--- config.mk ---
export PLATFORM = sky130hd
export DESIGN_NAME = vga_timing_gen_flat
export DESIGN_NICKNAME = d
export VERILOG_FILES = /design/src/rtl/vga_timing_pkg.sv /design/src/rtl/vga_timing_if.sv /design/src/rtl/vga_sync_delay.sv /design/src/rtl/vga_timing_gen.sv /design/src/flat_wrapper.sv
export SDC_FILE = /design/constraint.sdc
export NUM_CORES = 1
export LEC_CHECK = 0
export ABC_CLOCK_PERIOD_IN_PS = 2500
export BUFFER_PORTS_ARGS = -buffer_cell sky130_fd_sc_hd__buf_2
export CAP_MARGIN = 20
export CORE_MARGIN = 4
export CORE_UTILIZATION = 30
export DETAILED_ROUTE_END_ITERATION = 12
export MAX_ROUTING_LAYER = met4
export PLACE_DENSITY = 0.6
export SYNTH_ARGS = -nofsm -noshare
export SYNTH_HDL_FRONTEND = slang
export SYNTH_SLANG_ARGS = --single-unit
export TNS_END_PERCENT = 50
--- constraint.sdc ---
create_clock -name clk -period 2.5 [get_ports clk]
set_input_delay 0.5 -clock clk [delete_from_list [all_inputs] [get_ports clk]]
set_output_delay 0.5 -clock clk [all_outputs]
set_load 0.01 [all_outputs]
--- src/rtl/vga_timing_pkg.sv ---
`default_nettype none
//------------------------------------------------------------------------------
// vga_timing_pkg: shared 640x480@60 raster constants, coordinate type, helper.
// Rev 1.0
//------------------------------------------------------------------------------
package vga_timing_pkg;

  localparam int COORD_W = 10;

  localparam int H_DISP = 640;
  localparam int H_FP   = 16;
  localparam int H_SYNC = 96;
  localparam int H_BP   = 48;
  localparam int V_DISP = 480;
  localparam int V_FP   = 10;
  localparam int V_SYNC = 2;
  localparam int V_BP   = 33;

  localparam int H_TOTAL  = H_DISP + H_FP + H_SYNC + H_BP;
  localparam int V_TOTAL  = V_DISP + V_FP + V_SYNC + V_BP;
  localparam int HS_START = H_DISP + H_FP;
  localparam int HS_END   = HS_START + H_SYNC;
  localparam int VS_START = V_DISP + V_FP;
  localparam int VS_END   = VS_START + V_SYNC;

  // Idle value of the {video_on, hsync, vsync} bundle: blanked, syncs inactive.
  localparam logic [2:0] SYNC_IDLE = 3'b011;

  typedef logic [COORD_W-1:0] coord_t;

  function automatic logic in_window(coord_t v, coord_t lo, coord_t hi);
    return (v >= lo) && (v < hi);
  endfunction

endpackage
`default_nettype wire

--- src/rtl/vga_timing_if.sv ---
`default_nettype none
//------------------------------------------------------------------------------
// vga_timing_if: raster enable, coordinates, ticks and pin-side sync bundle.
// Rev 1.0
//------------------------------------------------------------------------------
interface vga_timing_if;
  import vga_timing_pkg::*;

  logic   en;
  logic   pix_tick;
  coord_t x;
  coord_t y;
  logic   video_on;
  logic   hsync;
  logic   vsync;
  logic   line_tick;
  logic   frame_tick;
`ifdef VGA_FRAME_CNT_EN
  logic [7:0] frame_cnt;
`endif

  modport master (
    input  en,
    output pix_tick, x, y, video_on, hsync, vsync, line_tick, frame_tick
`ifdef VGA_FRAME_CNT_EN
         , frame_cnt
`endif
  );

  modport slave (
    output en,
    input  pix_tick, x, y, video_on, hsync, vsync, line_tick, frame_tick
`ifdef VGA_FRAME_CNT_EN
         , frame_cnt
`endif
  );

endinterface
`default_nettype wire

--- src/rtl/vga_sync_delay.sv ---
`default_nettype none
//------------------------------------------------------------------------------
// vga_sync_delay: DEPTH-stage shift register, async reset to IDLE; DEPTH=0 is a wire.
// Rev 1.0
//------------------------------------------------------------------------------
module vga_sync_delay #(
  parameter int               DEPTH = 1,
  parameter int               WIDTH = 3,
  parameter logic [WIDTH-1:0] IDLE  = '0
) (
  input  logic             clk,
  input  logic             rst,
  input  logic [WIDTH-1:0] din,
  output logic [WIDTH-1:0] dout
);

  generate
    if (DEPTH == 0) begin : g_bypass
      logic unused_clk_rst;
      assign unused_clk_rst = clk ^ rst;
      assign dout = din;
    end else begin : g_pipe
      logic [WIDTH-1:0] stage [DEPTH];

      always_ff @(posedge clk or posedge rst) begin
        if (rst) begin
          for (int i = 0; i < DEPTH; i++) stage[i] <= IDLE;
        end else begin
          stage[0] <= din;
          for (int i = 1; i < DEPTH; i++) stage[i] <= stage[i-1];
        end
      end

      assign dout = stage[DEPTH-1];
    end
  endgenerate

endmodule
`default_nettype wire

--- src/rtl/vga_timing_gen.sv ---
`default_nettype none
//------------------------------------------------------------------------------
// vga_timing_gen: pixel divider, h/v raster counters, ticks and delayed syncs.
// Rev 1.0 -- define VGA_FRAME_CNT_EN to add the 8-bit frame_cnt output.
//------------------------------------------------------------------------------
module vga_timing_gen #(
  parameter int CLK_DIV  = 2,
  parameter int H_DISP   = vga_timing_pkg::H_DISP,
  parameter int H_FP     = vga_timing_pkg::H_FP,
  parameter int H_SYNC   = vga_timing_pkg::H_SYNC,
  parameter int H_BP     = vga_timing_pkg::H_BP,
  parameter int V_DISP   = vga_timing_pkg::V_DISP,
  parameter int V_FP     = vga_timing_pkg::V_FP,
  parameter int V_SYNC   = vga_timing_pkg::V_SYNC,
  parameter int V_BP     = vga_timing_pkg::V_BP,
  parameter int PIPE_DLY = 1
) (
  input  logic         clk,
  input  logic         rst,
  vga_timing_if.master vga
);
  import vga_timing_pkg::*;

  localparam int H_LAST = H_DISP + H_FP + H_SYNC + H_BP - 1;
  localparam int V_LAST = V_DISP + V_FP + V_SYNC + V_BP - 1;
  localparam int HS_LO  = H_DISP + H_FP;
  localparam int HS_HI  = HS_LO + H_SYNC;
  localparam int VS_LO  = V_DISP + V_FP;
  localparam int VS_HI  = VS_LO + V_SYNC;
  localparam int DIV_W  = (CLK_DIV > 1) ? $clog2(CLK_DIV) : 1;
  localparam logic [DIV_W-1:0] DIV_LAST = DIV_W'(CLK_DIV - 1);

  logic [DIV_W-1:0] div;
  coord_t           x;
  coord_t           y;
  logic             pix_tick;
  logic             x_last;
  logic             y_last;
  logic             line_tick;
  logic             frame_tick;
  logic [2:0]       sync_raw;
  logic [2:0]       sync_dly;

  // Gated by rst so the CLK_DIV=1 build also shows pix_tick=0 while held in reset.
  assign pix_tick   = vga.en && !rst && (div == DIV_LAST);
  assign x_last     = (x == COORD_W'(H_LAST));
  assign y_last     = (y == COORD_W'(V_LAST));
  assign line_tick  = pix_tick && x_last;
  assign frame_tick = line_tick && y_last;

  always_ff @(posedge clk or posedge rst) begin
    if (rst) begin
      div <= '0;
    end else if (vga.en) begin
      div <= (div == DIV_LAST) ? '0 : div + 1'b1;
    end
  end

  always_ff @(posedge clk or posedge rst) begin
    if (rst) begin
      x <= '0;
      y <= '0;
    end else if (pix_tick) begin
      if (x_last) begin
        x <= '0;
        y <= y_last ? '0 : y + 1'b1;
      end else begin
        x <= x + 1'b1;
      end
    end
  end

  assign sync_raw = {(x < COORD_W'(H_DISP)) && (y < COORD_W'(V_DISP)),
                     !in_window(x, COORD_W'(HS_LO), COORD_W'(HS_HI)),
                     !in_window(y, COORD_W'(VS_LO), COORD_W'(VS_HI))};

  vga_sync_delay #(
    .DEPTH (PIPE_DLY),
    .WIDTH (3),
    .IDLE  (SYNC_IDLE)
  ) u_sync_delay (
    .clk  (clk),
    .rst  (rst),
    .din  (sync_raw),
    .dout (sync_dly)
  );

  assign vga.pix_tick   = pix_tick;
  assign vga.x          = x;
  assign vga.y          = y;
  assign vga.line_tick  = line_tick;
  assign vga.frame_tick = frame_tick;
  assign vga.video_on   = sync_dly[2];
  assign vga.hsync      = sync_dly[1];
  assign vga.vsync      = sync_dly[0];

`ifdef VGA_FRAME_CNT_EN
  logic [7:0] frame_cnt;

  always_ff @(posedge clk or posedge rst) begin
    if (rst) begin
      frame_cnt <= '0;
    end else if (frame_tick) begin
      frame_cnt <= frame_cnt + 1'b1;
    end
  end

  assign vga.frame_cnt = frame_cnt;
`endif

endmodule
`default_nettype wire
--- src/flat_wrapper.sv ---
// flat-port wrapper written by rule: the top's interface ports become plain ports
module vga_timing_gen_flat import vga_timing_pkg::*;
#(
  parameter int CLK_DIV  = 2,
  parameter int H_DISP   = vga_timing_pkg::H_DISP,
  parameter int H_FP     = vga_timing_pkg::H_FP,
  parameter int H_SYNC   = vga_timing_pkg::H_SYNC,
  parameter int H_BP     = vga_timing_pkg::H_BP,
  parameter int V_DISP   = vga_timing_pkg::V_DISP,
  parameter int V_FP     = vga_timing_pkg::V_FP,
  parameter int V_SYNC   = vga_timing_pkg::V_SYNC,
  parameter int V_BP     = vga_timing_pkg::V_BP,
  parameter int PIPE_DLY = 1
)
  (clk, rst, vga_en, vga_pix_tick, vga_x, vga_y, vga_video_on, vga_hsync, vga_vsync, vga_line_tick, vga_frame_tick);
  vga_timing_if vga_i ();
  input  logic clk;
  input  logic rst;
  input wire logic [$bits(vga_i.en)-1:0] vga_en;
  output wire logic [$bits(vga_i.pix_tick)-1:0] vga_pix_tick;
  output wire logic [$bits(vga_i.x)-1:0] vga_x;
  output wire logic [$bits(vga_i.y)-1:0] vga_y;
  output wire logic [$bits(vga_i.video_on)-1:0] vga_video_on;
  output wire logic [$bits(vga_i.hsync)-1:0] vga_hsync;
  output wire logic [$bits(vga_i.vsync)-1:0] vga_vsync;
  output wire logic [$bits(vga_i.line_tick)-1:0] vga_line_tick;
  output wire logic [$bits(vga_i.frame_tick)-1:0] vga_frame_tick;
  assign vga_i.en = vga_en;
  assign vga_pix_tick = vga_i.pix_tick;
  assign vga_x = vga_i.x;
  assign vga_y = vga_i.y;
  assign vga_video_on = vga_i.video_on;
  assign vga_hsync = vga_i.hsync;
  assign vga_vsync = vga_i.vsync;
  assign vga_line_tick = vga_i.line_tick;
  assign vga_frame_tick = vga_i.frame_tick;
  vga_timing_gen #(.CLK_DIV(CLK_DIV), .H_DISP(H_DISP), .H_FP(H_FP), .H_SYNC(H_SYNC), .H_BP(H_BP), .V_DISP(V_DISP), .V_FP(V_FP), .V_SYNC(V_SYNC), .V_BP(V_BP), .PIPE_DLY(PIPE_DLY)) u_core (.clk(clk), .rst(rst), .vga(vga_i));
endmodule
## Yosys cells after proc, flatten, opt, wreduce, memory -nomap -nowiden

Cells that the tools add are included.

- Reduce and logical (&&, ||, !) cells: 11
- Add/subtract/negate cells: 3
- Multiplexer cells: 3
- Equal/unequal tests: 2
- Magnitude comparators: 6

Operators by type and width:

| cell | count |
|---|---|
| 10-bit by 1-bit adder with 10-bit output (second input constant) | 2 |
| 10-bit == test (second input constant) | 2 |
| 10-bit < comparator (second input constant) | 2 |
| 10-bit by 9-bit < comparator with 1-bit output (second input constant) | 2 |
| 10-bit two-way mux | 2 |
| 10-bit greater-or-equal comparator (second input constant) | 1 |
| 10-bit by 9-bit greater-or-equal comparator with 1-bit output (second input constant) | 1 |
| 1-bit logical AND | 7 |
| 1-bit zero test | 3 |
| 2-bit AND reduction | 1 |
| 1-bit adder (second input constant) | 1 |
| 1-bit two-way mux | 1 |

- Output and inout bits: 26
- Word-level logic and storage cells: 29
- Input bits: 3
- Register bits: 24

## Logic depth before layout (Yosys ltp)

Gate-level depths: netlist of run 1.

- Word-level depth: 5
- Gate-level depth with buffers: 8
- Depth with buffers taken out: 6

## Hierarchy

Synthesis of run 1 repeated with hierarchy kept, for this count alone.

- Cell total of the unflattened synthesis: 119
- Area total of the unflattened synthesis: 1236.2 µm²

Modules (own cells, without submodules):

| module | instances | seq. area each (µm²) | area each (µm²) | cells an instance |
|---|---|---|---|---|
| vga_timing_gen | 1 | 525.5 | 1154.9 | 115 |
| vga_sync_delay | 1 | 77.6 | 81.3 | 4 |

## Least setup slack after synthesis of run 1

OpenSTA, ideal clock, no wires.

- Kind: register to output
- From: register u_core.x[0], in the netlist u_core.vga.x[0]
- To: output vga_line_tick
- Path buffers: 2
- Stages on the path, launching flop included: 7
- Required time: 2000 ps
- Setup slack: 386 ps
- Arrival: 1614 ps
- Path through: dfrtp_1 ha_1 nand3_1 or4_4 buf_6 inv_1 buf_2

- Longest elaborated chain between the ends: 2

RTL lines:

| item | RTL line | source |
|---|---|---|
| start: declaration | vga_timing_gen.sv:34 | `coord_t x;` |
| start signal: assignment | vga_timing_gen.sv:68 | `x <= x + 1'b1;` |
| 10-bit == test | vga_timing_gen.sv:46 | `assign x_last = (x == COORD_W'(H_LAST));` |
| 1-bit logical AND | vga_timing_gen.sv:48 | `assign line_tick = pix_tick && x_last;` |
| end: declaration | flat_wrapper.sv:26 | `output wire logic [$bits(vga_i.line_tick)-1:0] vga_line_tick;` |

Every way passes these cells.

## Worst setup path after layout of run 1

- From: register u_core.x[5], in the netlist u_core.vga.x[5]
- To: output vga_frame_tick

- Longest elaborated chain between the ends: 3

RTL lines:

| item | RTL line | source |
|---|---|---|
| 10-bit == test | vga_timing_gen.sv:46 |  |
| 1-bit logical AND | vga_timing_gen.sv:48 |  |
| 1-bit logical AND | vga_timing_gen.sv:49 | `assign frame_tick = line_tick && y_last;` |
| end: declaration | flat_wrapper.sv:27 | `output wire logic [$bits(vga_i.frame_tick)-1:0] vga_frame_tick;` |

Every way passes these cells.

==> results of run 1 <==
==> registers in the layout, summed over array words and instances (netlist names) <==
name,count
u_core.vga.y,10
u_core.u_sync_delay.dout,3
u_core.div,1
u_core.vga.x,10
==> final timing paths <==
check | start | endpoint | slack, ns | cells past startpoint
setup reg to reg | u_core.vga.x[5] | u_core.vga.y[7] | 0.39 | 6
min in group asynchronous | rst | u_core.vga.y[3] | 0.43 | 2
setup / recovery | u_core.vga.x[5] | vga_frame_tick | 0.12 | 4
max in group asynchronous | rst | u_core.vga.y[4] | 1.51 | 2
hold / removal | vga_en | u_core.div | 0.41 | 2
hold reg to reg | u_core.div | u_core.div | 0.49 | 1
==> cells in the mapped netlist, types with 2 or more instances <==
cell / number
and2_1: 2
xor2_1: 3
nor2_1: 8
nand4_1: 8
nand3_1: 6
a21oi_1: 2
and3b_1: 2
nor3_1: 4
nor4_1: 4
xnor2_1: 4
o21ai_0: 10
dfrtp_1: 22
nand2_1: 13
inv_1: 9
mux2i_1: 2
dfstp_2: 2
ha_1: 4
==> critical path: cells and delay by family (launching register included) <==
kind,cells,cell delay [ns]
buffers and inverters,1,0.13
and+or+nand+nor,3,1.02
DFF,1,0.46
==> metrics by stage <==
stage | power [mW] | cells | hold WS [ns] | area, um^2
floorplan | 0.570 | 129 | 0.442 | 1250
global placement | 0.627 | 205 | 0.462 | 1440
detailed placement | 0.634 | 205 | 0.465 | 1440
CTS | 0.904 | 209 | 0.410 | 1490
global route | 0.959 | 210 | 0.403 | 1500
finish | 0.904 | 210 | 0.415 | 1500
==> metal layers <==
layer / GRT usage / vias to the layer above / share of wire
met5: - / - / 0
li1: - / 514 / -
met1: 0.145 / 507 / 0.45
met4: 0.0635 / 0 / 0.017
met3: 0.00831 / 4 / 0.026
met2: 0.199 / 19 / 0.51
==> kinds of logic (layout without fill, tap and decap cells) <==
group / Yosys count / in the layout / share of synthesized area
and+or+nand+nor: 57 / 57 / 0.251
DFF: 24 / 24 / 0.483
AOI/OAI and AO/OA: 21 / 21 / 0.106
buffers and inverters: 13 / 44 / 0.0461
xor gates and xnor gates: 7 / 7 / 0.0491
adders and majority gates: 4 / 4 / 0.0401
muxes: 3 / 3 / 0.0251
==> power by group through the flow <==
stage	Sequential (mW)	Combinational, mW	Clock (mW)
floorplan	0.494	0.0761	0
global placement	0.484	0.143	0
detailed placement	0.487	0.147	0
CTS	0.480	0.147	0.277
global route	0.481	0.185	0.294
finish	0.472	0.162	0.270
==> cell type report <==
class                           count  area (um^2)
Fill cell                         417         2500
Sequential cell                    24          603
Multi-Input combinational cell     92          588
Timing Repair Buffer               30          155
Tap cell                           50         62.6
Clock buffer                        4         55.1
Inverter                           10         37.5
==> results.yml, run 1 <==
pwr:
  power_density_mw_per_mm2: 602
  power.switching_uw: 264
  p_comb_frac: 0.180
  switching_share: 0.291
  ir_drop_v: 0.000191
  leakage_nw: 0.738
  power.internal_uw: 641
  p_clk_frac: 0.298
  pwr-share-seq: 0.522
global_routing:
  overflow: 0
  grt_max_degree: 25
  grt_first_pass_wirelength_um: 4840
  antenna_found_initial: 0
  grt_pass1_vias: 1004
  grtUsageTotal: 0.120
cts:
  hold_buffers: 0
  clock_sinks: 24
  htreeDepth: 1
  clk_pin_slew_ns: 0.09
  worstSkewPairLatency_ns: 0.27
  cts_setup_buffers: 0
  cts_root_buf: "clkbuf_8"
  clock_path_buffers: 2
  cts.repair.resized: 0
  cts_tree: "yes"
  cts_buffers: 3
yosys:
  ys.flop_type: "dfrtp_1"
  syn-instance-count: 129
  synth_area_mm2: 0.00125
  async_flop_share: 1.00
  yosysUniqueCellTypes: 41
  synth.avg_cell_area_um2: 9.68
  syn_nets: 136
  yosysWarnings: 0
  seq_area_frac_synth: 0.483
  ys_seq_elements: 24
  netlist.top_cell.by_area: "dfrtp_1"
  yosys-top-cells-area: "dfrtp_1, dfstp_2, ha_1"
  synth_edf_count: 0
  yosys.area.top_type_share: 0.441
worst_setup_path:
  arrival_ns: 1.88
  crit_required_ns: 2.00
  cpPeakStageDelay_ns: 0.61
  cp_cell_sequence: "or2_4 -> or4_4 -> nor2_1 -> buf_2"
  start_kind: "register"
  cp_slowest_cell: "or4_4"
  cp_max_fo: 9
  endpoint_kind: "primary output"
  crit_type: "reg2out"
finish:
  fin_util: 0.375
  diodes: 0
  final_common_cell: "buf_2"
  finalNetCount: 168
  layout_common_cells: "buf_2, dfrtp_1, nand2_1, o21ai_0, inv_1"
  area_growth_pct: 20.2
  final_layout_size_suffix_gt1_frac: 0.256
sta:
  worst_pin_slew_ns: 0.920
  hold_viol_final: 0
  worst_slack_ns: 0.123
  finalMaxSlewViolations: 0
  min_period_ns: 2.38
  rsz0062_at_grt: "false"
  fin_setup_tns_ns: 0
  finalCritPeriodShare: 0.951
  fin_worst_skew_ns: 0.000794
  setup_viol: 0
  fmax_mhz: 421
  slew_headroom: 0.386
routing:
  post-route-drc-count: 0
  drtPass1Iterations: 4
  wire_per_inst_um: 13.9
  wirelength_um: 2920
  ant_nets: 0
  drt_iter0_drc: 56
  via_count: 1044
  vias_per_cell: 4.97
floorplan:
  die_area_mm2: 0.00526
  die_h_um: 72.5
  ios: 29
  die_w_um: 72.5
  initial_core_util: 0.312
  core_mm2: 0.00400
  rows: 23
placed_design:
  pre_cts_ws_ns: 0.304
  routabilityCongestion: 0.863
  dpl.hpwl_um: 2160
  numPortBuffers: 28
outcome:
  status: "finished clean"
flow_run:
  maxCapViolCount: 0
min_path:
  hold_class: "in2reg"
(Power assumes the default switching activity.)
==> run 2, diff against run 1 <==
Settings changed: GPL_TIMING_DRIVEN from default to 0, RECOVER_POWER from default to 50.
==> results.yml, run 2 (synthesis gave the netlist of run 1 again) <==
worst_setup_path:
  arrival_ns: 1.93
  crit_type: "reg2out"
  crit_required_ns: 2.00
  crit_top_cell: "buf_6"
  cpLargestDelayFamily: "simple AND/OR/NAND/NOR gates"
  start_kind: "register"
  cp_max_fo: 9
  cp_slowest_cell: "or4_4"
  endpoint_kind: "primary output"
  crit_buf_inv: 4
  cp_cell_sequence: "ha_2 -> nand3_2 -> or4_4 -> buf_6 -> inv_2 -> buf_6 -> buf_4"
  cpPeakStageDelay_ns: 0.55
finish:
  seq_area_um2: 603
  area_growth_pct: 25.9
  diodes: 0
  multi_input_area_um2: 596
  final_cells: 219
  final_common_cell: "dfrtp_1"
  finalNetCount: 177
  fillers: 407
  postLayoutCellArea_mm2: 0.00157
  layout_common_cells: "dfrtp_1, buf_2, nand2_1, o21ai_0"
  fin_util: 0.393
  final_layout_size_suffix_gt1_frac: 0.266
placed_design:
  routabilityCongestion: 0.849
  dpl.hpwl_um: 2010
  place_area_mm2: 0.00145
  numPortBuffers: 28
  dp.cells: 207
cts:
  clock_sinks: 24
  clk_pin_slew_ns: 0.09
  clock_path_buffers: 2
  htreeDepth: 1
  cts_root_buf: "clkbuf_8"
  cts_buffers: 3
  worstSkewPairLatency_ns: 0.27
  cts_tree: "yes"
floorplan:
  initial_core_util: 0.312
  die_w_um: 72.5
  die_h_um: 72.5
  rows: 23
  core_mm2: 0.00400
  ios: 29
  die_area_mm2: 0.00526
sta:
  hold_viol_final: 0
  setup_viol: 0
  slew_headroom: 0.370
  min_period_ns: 2.43
  finalCritPeriodShare: 0.973
  worst_pin_slew_ns: 0.943
  fmax_mhz: 411
  finalMaxSlewViolations: 0
  fin_setup_tns_ns: 0
  fin_worst_skew_ns: 0.00388
pwr:
  ir_drop_v: 0.000192
  pwr-share-seq: 0.506
  power.switching_uw: 273
  p_clk_frac: 0.291
  switching_share: 0.293
  power_density_mw_per_mm2: 594
  p_comb_frac: 0.203
  p_total_uw: 933
  leakage_nw: 0.761
  power.internal_uw: 660
global_routing:
  grt_first_pass_wirelength_um: 4720
  grt_pass1_vias: 1005
  overflow: 0
  antenna_found_initial: 0
  grtUsageTotal: 0.117
  grt_max_degree: 25
routing:
  drt_iter0_drc: 58
  via_count: 1099
  wire_per_inst_um: 12.9
  wirelength_um: 2830
  vias_per_cell: 5.02
  drtPass1Iterations: 4
  post-route-drc-count: 0
  ant_nets: 0
flow_run:
  maxCapViolCount: 0
outcome:
  status: "finished clean"
min_path:
  hold_class: "in2reg"
-- run 2: final cells by class --
class                           instances  share of cell area
Inverter                               10              0.0239
Sequential cell                        24               0.384
Tap cell                               50              0.0398
Multi-Input combinational cell         92               0.379
Clock buffer                            4              0.0350
Buffer                                  3              0.0167
Timing Repair Buffer                   36               0.122
-- run 2: routing by layer --
layer  track usage  vias to the layer above  wire length (um)
met5             -                        -                 0
met4        0.0533                        0                51
met3        0.0125                        4                89
met2         0.195                       21              1440
met1         0.141                      537              1250
li1              -                      537                 -
-- run 2: timing repair --
item	CTS	global route
pin swaps	0	1
setup endpoints to repair	1	1
resized for setup	3	3
buffers inserted	3	5
hold buffers	0	0
gates cloned	0	0
-- run 2: power groups by stage --
| stage | logic, mW | registers, mW | clock network, mW |
|---|---|---|---|
| floorplan | 0.0761 | 0.494 | 0 |
| global placement | 0.141 | 0.484 | 0 |
| detailed placement | 0.144 | 0.487 | 0 |
| CTS | 0.181 | 0.472 | 0.275 |
| global route | 0.209 | 0.481 | 0.286 |
| finish | 0.190 | 0.472 | 0.271 |
-- run 2: worst reg2reg max path, cell delays in order (launching register included) --
cell	delay (ns)
dfrtp_1	0.38
ha_2	0.19
nand3_2	0.10
or4_4	0.55
buf_6	0.16
inv_2	0.06
buf_6	0.12
buf_4	0.12
nor2_1	0.03
mux2_2	0.25
-- run 2: path summary, 6_finish.rpt --
path                                       from  slack (ns)               to  cells past startpoint
worst max-delay path            u_core.vga.x[1]        0.07    vga_line_tick                      7
worst min-delay path                     vga_en        0.41       u_core.div                      2
worst max register to register  u_core.vga.x[1]        0.44  u_core.vga.x[5]                      9
worst min register to register       u_core.div        0.48       u_core.div                      1
max in group asynchronous                   rst        1.49  u_core.vga.y[1]                      2
min in group asynchronous                   rst        0.44  u_core.vga.x[8]                      2
-- run 2: through the flow --
| stage | setup WS, ns | hold slack [ns] |
|---|---|---|
| finish | 0.0663 | 0.411 |
| global route | -0.00696 | 0.421 |
| CTS | 0.0126 | 0.409 |
| detailed placement | 0.0281 | 0.473 |
| global placement | 0.0409 | 0.457 |
| floorplan | 0.386 | 0.442 |
==> run 3, diff against run 2 <==
Settings changed: CORE_MARGIN 4 to 5.
==> results.yml, run 3 (synthesis gave the netlist of run 1 again) <==
pwr:
  p_total_uw: 934
  ir_drop_v: 0.000169
  leakage_nw: 0.751
  power_density_mw_per_mm2: 600
sta:
  hold_viol_final: 0
  fin_worst_skew_ns: 0.00291
  slew_headroom: 0.398
  fin_setup_tns_ns: 0
  finalCritPeriodShare: 0.967
  setup_viol: 0
  hold_ws_ns: 0.417
  min_period_ns: 2.42
  fmax_mhz: 414
  finalMaxSlewViolations: 0
  worst_pin_slew_ns: 0.902
  worst_slack_ns: 0.0832
  rsz0062_at_grt: "false"
placed_design:
  pre_cts_ws_ns: 0.0310
  numPortBuffers: 28
  dpl.hpwl_um: 2200
  routabilityCongestion: 0.796
finish:
  fillers: 413
  area_growth_pct: 24.7
  final_layout_size_suffix_gt1_frac: 0.256
  finalNetCount: 176
  diodes: 0
  layout_common_cells: "buf_2, dfrtp_1, nand2_1, o21ai_0"
min_path:
  hold_class: "in2async"
global_routing:
  grt_first_pass_wirelength_um: 4860
  overflow: 0
  grt_max_degree: 25
  grt_pass1_vias: 1068
  grtUsageTotal: 0.117
  antenna_found_initial: 0
cts:
  cts_buffers: 3
  clk_pin_slew_ns: 0.09
  cts_tree: "yes"
  hold_buffers: 0
  htreeDepth: 1
  clock_path_buffers: 2
  cts_root_buf: "clkbuf_8"
  clock_sinks: 24
  worstSkewPairLatency_ns: 0.27
worst_setup_path:
  crit_type: "reg2out"
  crit_required_ns: 2.00
  endpoint_kind: "primary output"
  start_kind: "register"
  cp_max_fo: 9
  arrival_ns: 1.92
floorplan:
  core_mm2: 0.00403
  die_h_um: 74.5
  die_area_mm2: 0.00555
  ios: 29
  rows: 23
  die_w_um: 74.5
  initial_core_util: 0.310
flow_run:
  maxCapViolCount: 0
routing:
  vias_per_cell: 5.15
  ant_nets: 0
  wire_per_inst_um: 14.2
  drt_iter0_drc: 112
  drtPass1Iterations: 4
  via_count: 1123
  post-route-drc-count: 0
  wirelength_um: 3100
outcome:
  status: "finished clean"
-- run 3: cell count changes in the layout (fill, tap and decap cells not counted) --
cell	change
inv_2	-1
buf_4	-1
buf_6	-1
dfrtp_1	-1
inv_1	+1
dfrtp_2	+1
clkbuf_1	+1
-- run 3: through the flow --
step,utilization,cells,cell area [um^2]
3_5_place_dp,0.360,207,1450
3_3_place_gp,0.360,207,1450
2_1_floorplan,-,129,1250
5_1_grt,0.387,218,1560
6_report,0.387,218,1560
4_1_cts,0.381,214,1540
-- run 3: final cells by class --
type	count	area, um^2	area share
Buffer	2	15.0	0.00964
Inverter	10	37.5	0.0241
Multi-Input combinational cell	92	596	0.382
Tap cell	50	62.6	0.0402
Clock buffer	4	55.1	0.0353
Sequential cell	24	604	0.388
Timing Repair Buffer	36	188	0.120
-- run 3: repair_timing --
action / CTS / global route
pin swaps: 0 / 1
resized for setup: 3 / 2
buffers inserted: 3 / 5
setup endpoints to repair: 1 / 1
-- run 3: critical path, cell delays in order, from the launching register on --
cell and delay, ns:
dfrtp_1 0.36, ha_2 0.19, nand3_2 0.10, or4_4 0.62
inv_1 0.12, buf_6 0.13, buf_2 0.13
-- run 3: report_power, final --
group | leakage, nW | switching, mW | internal, mW
Combinational | 0.430 | 0.104 | 0.0889
Clock | 0.0288 | 0.127 | 0.141
Sequential | 0.292 | 0.0439 | 0.429
Total | 0.751 | 0.275 | 0.659
-- run 3: final timing paths --
| path | from | endpoint | slack, ns | cells past startpoint |
|---|---|---|---|---|
| worst min-delay path | rst | u_core.div | 0.42 | 2 |
| min in group clk | vga_en | u_core.div | 0.42 | 2 |
| worst max-delay path | u_core.vga.x[1] | vga_line_tick | 0.08 | 6 |
| max in group asynchronous | rst | u_core.vga.x[5] | 1.47 | 2 |
| worst min register to register | u_core.div | u_core.div | 0.48 | 1 |
| worst max register to register | u_core.vga.x[1] | u_core.vga.x[5] | 0.47 | 8 |
-- run 3: metal layers --
layer,part of all wire,vias up,routed length (um),track usage
met2,0.51,30,1560,0.194
met5,0,-,0,-
li1,-,541,-,-
met1,0.44,546,1350,0.136
met3,0.040,6,125,0.0162
met4,0.019,0,58,0.0593
